**src/rtl/mem_stage_ctrl.sv**
```systemverilog
// MEM stage controller: branch resolution, req/ack data-memory sequencing with stall, MEM/WB register.
// Optional build macro MEM_TIMEOUT_EN aborts an access that waits TIMEOUT_CYCLES in ACCESS without mem_ack.
module mem_stage_ctrl #(
    parameter int ADDR_W         = 32,
    parameter int TIMEOUT_CYCLES = 16
) (
    input  logic              clk,
    input  logic              rst_n,
    input  logic              Jump,
    input  logic              Branch,
    input  logic              Bne,
    input  logic              MemRead,
    input  logic              MemWrite,
    input  logic              MemtoReg,
    input  logic              RegWrite,
    input  logic              zero,
    input  logic [31:0]       ALUresult,
    input  logic [31:0]       regData2,
    input  logic [4:0]        WriteReg,
    input  logic [31:0]       target,
    output logic              mem_req,
    output logic              mem_we,
    output logic [ADDR_W-1:0] mem_addr,
    output logic [31:0]       mem_wdata,
    input  logic [31:0]       mem_rdata,
    input  logic              mem_ack,
    output logic              stall,
    output logic              PCSrc,
    output logic [31:0]       pc_target,
    output logic              flush,
    output logic              wb_RegWrite,
    output logic              wb_MemtoReg,
    output logic [31:0]       wb_readData,
    output logic [31:0]       wb_ALUresult,
    output logic [4:0]        wb_WriteReg,
    output logic              mem_err
);

    typedef enum logic {
        IDLE,
        ACCESS
    } state_t;

    state_t state, next_state;

    logic mem_op;
    logic misaligned;
    logic access;
    logic timeout;
    logic retire_bubble;
    logic load_done;

    assign mem_op     = MemRead | MemWrite;
    assign misaligned = mem_op & (ALUresult[1:0] != 2'b00);
    assign access     = mem_op & ~misaligned;

`ifdef MEM_TIMEOUT_EN
    localparam int CNT_W = $clog2(TIMEOUT_CYCLES + 1);

    logic [CNT_W-1:0] timeout_cnt;

    // Counter sits at zero while IDLE, so it is zero on the first ACCESS cycle.
    assign timeout = (state == ACCESS) && (timeout_cnt == CNT_W'(TIMEOUT_CYCLES));

    always_ff @(posedge clk or negedge rst_n) begin
        if (!rst_n) begin
            timeout_cnt <= '0;
        end else if (state == IDLE) begin
            timeout_cnt <= '0;
        end else if (!timeout) begin
            timeout_cnt <= timeout_cnt + 1'b1;
        end
    end
`else
    assign timeout = 1'b0;
`endif

    always_ff @(posedge clk or negedge rst_n) begin
        if (!rst_n) begin
            state <= IDLE;
        end else begin
            state <= next_state;
        end
    end

    // An aborted access drops mem_req so EX/MEM can advance past the failed instruction.
    always_comb begin
        next_state = state;
        mem_req    = 1'b0;
        case (state)
            IDLE: begin
                mem_req = access;
                if (access && !mem_ack) begin
                    next_state = ACCESS;
                end
            end
            ACCESS: begin
                if (timeout) begin
                    next_state = IDLE;
                end else begin
                    mem_req = 1'b1;
                    if (mem_ack) begin
                        next_state = IDLE;
                    end
                end
            end
        endcase
        if (!rst_n) begin
            mem_req = 1'b0;
        end
    end

    assign stall     = mem_req & ~mem_ack;
    assign mem_we    = MemWrite;
    assign mem_addr  = ALUresult[ADDR_W-1:0];
    assign mem_wdata = regData2;

    assign PCSrc     = Jump | (Branch & zero) | (Bne & ~zero);
    assign pc_target = target;
    assign flush     = PCSrc;

    assign retire_bubble = misaligned | timeout;
    assign load_done     = mem_req & mem_ack & MemRead;

    // A stalled cycle inserts a bubble but keeps the previous data fields.
    always_ff @(posedge clk or negedge rst_n) begin
        if (!rst_n) begin
            wb_RegWrite  <= 1'b0;
            wb_MemtoReg  <= 1'b0;
            wb_readData  <= '0;
            wb_ALUresult <= '0;
            wb_WriteReg  <= '0;
        end else if (stall) begin
            wb_RegWrite <= 1'b0;
            wb_MemtoReg <= 1'b0;
        end else begin
            wb_RegWrite  <= RegWrite & ~retire_bubble;
            wb_MemtoReg  <= MemtoReg & ~retire_bubble;
            wb_ALUresult <= ALUresult;
            wb_WriteReg  <= WriteReg;
            if (load_done) begin
                wb_readData <= mem_rdata;
            end
        end
    end

    always_ff @(posedge clk or negedge rst_n) begin
        if (!rst_n) begin
            mem_err <= 1'b0;
        end else if (misaligned || timeout) begin
            mem_err <= 1'b1;
        end
    end

endmodule

```
**config.mk**
```make
export PLATFORM = sky130hd
export DESIGN_NAME = mem_stage_ctrl
export DESIGN_NICKNAME = d
export VERILOG_FILES = /design/src/rtl/mem_stage_ctrl.sv
export SDC_FILE = /design/constraint.sdc
export NUM_CORES = 1
export LEC_CHECK = 0
export ABC_AREA = 1
export CORE_ASPECT_RATIO = 0.5
export CORE_MARGIN = 1.5
export CORE_UTILIZATION = 30
export DETAILED_ROUTE_END_ITERATION = 16
export PLACE_DENSITY = 0.83
export SLEW_MARGIN = 20
export SYNTH_ARGS = -nofsm -noshare
export SYNTH_HDL_FRONTEND = slang
export SYNTH_SLANG_ARGS = --single-unit
```
**constraint.sdc**
```tcl
create_clock -name clk -period 1.7 [get_ports clk]
set_clock_uncertainty 0.1 [all_clocks]
set_input_delay 0.17 -clock clk [delete_from_list [all_inputs] [get_ports clk]]
set_output_delay 0.17 -clock clk [all_outputs]
set_load 0.05 [all_outputs]
```
Word-level counts from Yosys, hierarchy flattened:

Index checks and enable logic that the tools add are counted.

* logic and storage cells: 35
* register bits after elaboration: 73
* bits of input ports: 144
* output and inout port bits: 173

* mux-type cells: 7
* reduce and logical (&&, ||, !) cells: 4
* bitwise logic cells: 17

Operators with widths (count)
* bitwise AND 1 bit: 9
* two-way mux 1 bit: 5
* NOT 1 bit: 5
* one-hot mux 1 bit (2 select lines): 2
* OR 1 bit: 3
* AND reduction 2 bit: 1
* nonzero test 2 bit: 1
* logical AND 1 bit: 1
* logical NOT 1 bit: 1

Logic depth before layout (Yosys ltp):

Gate-level depths: netlist of the first run.

* word-level depth: 9
* depth in mapped cells: 8
* mapped depth without buffers: 7

Worst setup path after synthesis of the first run:

OpenSTA, ideal clock, no wires.

* path kind: input-to-output
* from: input port Bne
* to: output port flush
* data arrival time: 1.706 ns
* slack: -0.276 ns
* path buffers: 1
* required time: 1.430 ns
* stages on the path: 3
* path through: inv_1 > o21ai_0 > buf_4

* longest elaborated chain between the ends: 2

Ends and longest elaborated chain
* start, declared: line 11 `input logic Bne,`
* bitwise AND 1 bit: line 118 `assign PCSrc = Jump | (Branch & zero) | (Bne & ~zero);`
* OR 1 bit: line 118
* end, declared: line 30 `output logic flush,`

No other way between the ends.

Worst setup path in the final report of the first run:

* from: input port ALUresult[0]
* to: output port stall

* longest elaborated chain between the ends: 7

Ends and longest elaborated chain
* start, declared: line 17 `input logic [31:0] ALUresult,`
* nonzero test 2 bit: line 54 `assign misaligned = mem_op & (ALUresult[1:0] != 2'b00);`
* bitwise AND 1 bit: line 54
* NOT 1 bit: line 55 `assign access = mem_op & ~misaligned;`
* bitwise AND 1 bit: line 55
* one-hot mux 1 bit (2 select lines): line 90 `case (state)`
* two-way mux 1 bit: line 108 `if (!rst_n) begin`
* bitwise AND 1 bit: line 113 `assign stall = mem_req & ~mem_ack;`
* end, declared: line 27 `output logic stall,`

No other way between the ends.

==> impl_metrics.env, run 1 <==
export IMPL_finalSetupViolCount=0
export IMPL_critical_path_class="in -> out"
export IMPL_mostFrequentLayoutCells="nand2_1, buf_4, clkdlybuf4s50_1"
export IMPL_clkSinkCount=73
export IMPL_worstPathRequired_ps=1430
export IMPL_antenna_found_initial=0
export IMPL_num_vias=3303
export IMPL_peakVddDrop_uv=484
export IMPL_ys_seq_area_share_pct=47.2
export IMPL_numCtsBuffers=9
export IMPL_cts_root_buf="clkbuf_16"
export IMPL_post_place_ws_ps=-73.6
export IMPL_diodes=0
export IMPL_status="complete, but fails checks"
export IMPL_final_max_slew_violation_count=0
export IMPL_die_width_um=164
export IMPL_ioPinCount=317
export IMPL_timing_fmax_mhz=618
export IMPL_fin_tns_setup_ps=0
export IMPL_hold_class="in -> async"
export IMPL_layout_commonest_cell="nand2_1"
export IMPL_max_slew_margin_pct=47.3
export IMPL_initial_core_util_pct=30.6
export IMPL_cp_data_arrival_time_ps=1350
export IMPL_worst_r2r_setup_slack_ps=400
export IMPL_finalWirelength_um=11600
export IMPL_synthesis_nets=580
export IMPL_cts_tree="built"
export IMPL_grt_pass1_vias=3378
export IMPL_dr_first_iter_drc_count=202
export IMPL_synth_warning_count=0
export IMPL_cts_buffer_depth=2
export IMPL_grt_pass1_wl_um=17900
export IMPL_power_total_w=0.00660
export IMPL_synthToLayoutAreaGrowth_pct=50.9
export IMPL_critPathLaunchType="primary input"
export IMPL_hold_viol=7
export IMPL_fp_row_count=29
export IMPL_grt_setup_unrepaired="no"
export IMPL_power_density_nw_per_um2=1130
export IMPL_core_area_um2=12600
export IMPL_min_period_ps=1620
export IMPL_yosysUniqueCellTypes=16
export IMPL_place_hpwl_um=8540
export IMPL_p_leak_nw=2.92
export IMPL_violations="hold timing"
export IMPL_avgSynthCellArea_um2=8.88
export IMPL_clk_latency_ps=320
export IMPL_avgRoutedWirePerCell_um=16.2
export IMPL_synthCells=436
export IMPL_final_area_um2=5840
export IMPL_grt_usage_pct=16.8
export IMPL_drt_pass1_iterations=4
export IMPL_htreeDepth=3
export IMPL_fin_hold_ws_ps=-7.13
export IMPL_die_area_um2=13600
export IMPL_drc=0
export IMPL_placed_cell_area_um2=5460
export IMPL_ys_seq_elements=73
export IMPL_cp_end_kind="output port"
export IMPL_grt_max_degree=40
export IMPL_drtAntennaViolNets=0
export IMPL_fin_crit_sh_pct=95.2
export IMPL_viasPerCell=4.62
export IMPL_num_nets_final=684
export IMPL_max_slew_worst_pin_slew_ps=788
export IMPL_final_layout_size_suffix_gt1_share_pct=29.2
export IMPL_worstPathMaxFanout=5
export IMPL_finalWeightedCongestion=0.763
export IMPL_overflow=0
export IMPL_drv_cap=0
export IMPL_fillers=1172
export IMPL_syn_area_um2=3870
export IMPL_die_h_um=83.3
export IMPL_cts_clk_slew_worst_paths_ps=60
export IMPL_setup_ws_ps=81.7
export IMPL_io_buffers=188
==> final cells by class <==
cell class / instances / area (um2) / area share [%]
clock inverters: 4 / 51.3 / 0.879
well taps: 170 / 213 / 3.64
multi-input cells: 224 / 1060 / 18.2
flip-flops and latches: 73 / 1830 / 31.3
clock buffers: 12 / 256 / 4.39
repair buffers: 220 / 2390 / 40.9
inverters: 12 / 45.0 / 0.771
==> through the flow <==
| stage | util, % | cells |
|---|---|---|
| 2_1_floorplan | - | 436 |
| 3_3_place_gp | 43.2 | 691 |
| 3_5_place_dp | 43.2 | 691 |
| 4_1_cts | 46.2 | 714 |
| 5_1_grt | 46.2 | 715 |
| 6_report | 46.2 | 715 |
==> sequential cells by signal (all words and copies together) (netlist names) <==
signal	cells
wb_ALUresult	32
wb_readData	32
wb_WriteReg	5
mem_err	1
state	1
wb_MemtoReg	1
wb_RegWrite	1
==> cells in the mapped netlist, drive strengths merged <==
| master | instances | area [um2] |
|---|---|---|
| nand2 | 145 | 554 |
| nand3 | 2 | 35.0 |
| buf | 123 | 922 |
| clkbuf | 4 | 15.0 |
| o21ai | 1 | 5.00 |
| a21oi | 3 | 15.0 |
| or2 | 1 | 6.26 |
| dfrtp | 73 | 1830 |
| nand4 | 69 | 432 |
| inv | 12 | 45.0 |
| nor2 | 3 | 13.8 |
==> power breakdown <==
group	internal [W]	switching [W]	total, W
clock	0.00122	0.000712	0.00193
combinational	0.000853	0.00166	0.00251
sequential	0.00200	0.000156	0.00216
==> kinds of logic after synthesis <==
| logic type | Yosys count | share of synthesized area, % |
|---|---|---|
| simple gates | 220 | 26.9 |
| flops | 73 | 47.2 |
| buf+inv | 139 | 25.4 |
| compound gates | 4 | 0.517 |
==> critical path, cell delays in order <==
cell	delay, ps
clkdlybuf4s50_1	460
nor2_2	170
nand2_2	90
nand2_4	100
nand3_4	110
inv_2	100
buf_12	130
==> per-layer routing <==
layer	part of all wire, %	track usage [%]
met1	38	19.3
met2	54	29.7
met3	5.0	3.85
met4	3.1	7.52
met5	0	0
==> final timing paths <==
check | endpoint | depth (start not counted) | from
worst min register to register | mem_err | 1 | mem_err
max in group asynchronous | wb_readData[22] | 3 | rst_n
worst min-delay path | wb_ALUresult[13] | 2 | rst_n
min in group clk | wb_ALUresult[13] | 3 | rst_n
worst max register to register | wb_readData[4] | 7 | state
worst max-delay path | stall | 7 | ALUresult[0]
==> what timing repair did <==
item                                    CTS  global route
pin swaps                                 1             1
hold buffers                              5             1
setup buffers                             2             1
endpoints found under the hold margin    68            20
resized for setup                         1             2
endpoints found under the setup margin    2            31
(Power assumes the default switching activity.)
==> run 2, diff against run 1 <==
Settings changed: CORE_AREA set to 2 2 124 126, CORE_ASPECT_RATIO 0.5 to not set, CORE_MARGIN 1.5 to not set, CORE_UTILIZATION 30 to not set, DIE_AREA set to 0 0 126 128, PLACE_DENSITY 0.83 to 0.75.
==> impl_metrics.env, run 2 (synthesized netlist as in run 1, its figures left out) <==
export IMPL_max_slew_worst_pin_slew_ps=446
export IMPL_die_area_um2=16100
export IMPL_critPathLaunchType="primary input"
export IMPL_cts_root_buf="clkbuf_16"
export IMPL_p_leak_nw=2.93
export IMPL_io_buffers=188
export IMPL_grt_pass1_vias=3326
export IMPL_power_density_nw_per_um2=1130
export IMPL_final_area_um2=5900
export IMPL_final_max_slew_violation_count=0
export IMPL_fillers=1443
export IMPL_timing_fmax_mhz=609
export IMPL_wl_met3_um=1000
export IMPL_initial_core_util_pct=26.0
export IMPL_die_h_um=128
export IMPL_cts_tree="built"
export IMPL_antenna_found_initial=0
export IMPL_utilization_pct=39.7
export IMPL_routed_top_layer="met4"
export IMPL_critical_path_class="in -> out"
export IMPL_wl_met1_um=4170
export IMPL_cts_buffer_depth=2
export IMPL_final_layout_size_suffix_gt1_share_pct=29.1
export IMPL_placed_cell_area_um2=5500
export IMPL_drv_cap=0
export IMPL_numCtsBuffers=9
export IMPL_grt_max_degree=70
export IMPL_power_total_w=0.00665
export IMPL_place_hpwl_um=8000
export IMPL_min_period_ps=1640
export IMPL_fp_row_count=45
export IMPL_status="complete, but fails checks"
export IMPL_violations="hold timing"
export IMPL_drc=0
export IMPL_peakVddDrop_uv=587
export IMPL_avgRoutedWirePerCell_um=14.8
export IMPL_num_nets_final=686
export IMPL_fin_hold_ws_ps=-4.33
export IMPL_cp_end_kind="output port"
export IMPL_hold_viol=2
export IMPL_wl_met2_um=5480
export IMPL_cp_data_arrival_time_ps=1370
export IMPL_max_slew_margin_pct=70.0
export IMPL_fin_crit_sh_pct=96.5
export IMPL_drtAntennaViolNets=0
export IMPL_largestRegisters="wb_ALUresult x32, wb_readData x32, wb_WriteReg x5"
export IMPL_clk_latency_ps=330
export IMPL_finalSetupViolCount=0
export IMPL_ff_latch_area_um2=1830
export IMPL_mostFrequentLayoutCells="nand2_1, buf_4, clkdlybuf4s50_1"
export IMPL_multiInputGateArea_um2=1060
export IMPL_dr_first_iter_drc_count=119
export IMPL_cts_clk_slew_worst_paths_ps=50
export IMPL_finalWeightedCongestion=0.731
export IMPL_drt_pass1_iterations=4
export IMPL_overflow=0
export IMPL_grt_pass1_wl_um=17100
export IMPL_grt_usage_pct=13.5
export IMPL_die_width_um=126
export IMPL_htreeDepth=3
export IMPL_synthToLayoutAreaGrowth_pct=52.4
export IMPL_clkSinkCount=73
export IMPL_layout_commonest_cell="nand2_1"
export IMPL_worstPathMaxFanout=3
export IMPL_core_area_um2=14900
export IMPL_viasPerCell=4.40
export IMPL_ioPinCount=317
export IMPL_grt_setup_unrepaired="no"
export IMPL_worstPathRequired_ps=1430
export IMPL_num_vias=3232
export IMPL_hold_class="in -> async"
export IMPL_finalWirelength_um=10900
[run 2: path summary, 6_finish.rpt]
path,start,end,slack [ps],cells past startpoint
max,ALUresult[1],mem_req,60,8
min,rst_n,state,-4,2
max reg2reg,state,wb_readData[2],240,8
min reg2reg,wb_readData[10],wb_readData[10],370,2
max in group asynchronous,rst_n,wb_ALUresult[20],840,3
min in group clk,rst_n,wb_readData[6],100,3
[run 2: timing repair]
action / in CTS / in global routing
setup buffers: 1 / 3
resized for setup: 1 / 1
endpoints found under the setup margin: 2 / 40
hold buffers: 5 / 0
pin swaps: 0 / 0
endpoints found under the hold margin: 73 / 0
[run 2: final cells by class]
class | instances | share of cell area, %
clock inverter | 3 | 1.10
tap | 188 | 3.99
inverter | 12 | 0.764
multi-input combinational | 224 | 18.0
clock buffer | 12 | 4.18
antenna | 1 | 0.0424
timing repair buffer | 222 | 41.0
sequential | 73 | 31.0
[run 2: metrics by stage]
| step | setup WS (ps) | std cells | setup TNS (ps) |
|---|---|---|---|
| after CTS | 0.570 | 731 | 0 |
| after global placement | -0.684 | 710 | -0.684 |
| after global routing | 3.23 | 734 | 0 |
| final | 58.8 | 735 | 0 |
| after detailed placement | -44.4 | 710 | -1050 |
| after floorplan | 163 | 436 | 0 |
[run 2: power by group]
| part | total (W) | switching [W] | internal, W |
|---|---|---|---|
| Combinational | 0.00249 | 0.00163 | 0.000859 |
| Clock | 0.00200 | 0.000688 | 0.00131 |
| Sequential | 0.00216 | 0.000153 | 0.00200 |
[run 2: metal layers]
layer	vias to the layer above	GRT usage (%)
met5	-	0
met2	158	22.5
met1	1492	14.9
li1	1551	-
met4	0	5.88
met3	31	5.84
[run 2: critical path: stages]
cell,delay [ps]
clkdlybuf4s50_1,450
nor2_2,160
nand2_2,90
nand2_4,90
buf_12,100
nand2_1,50
inv_1,110
buf_12,140
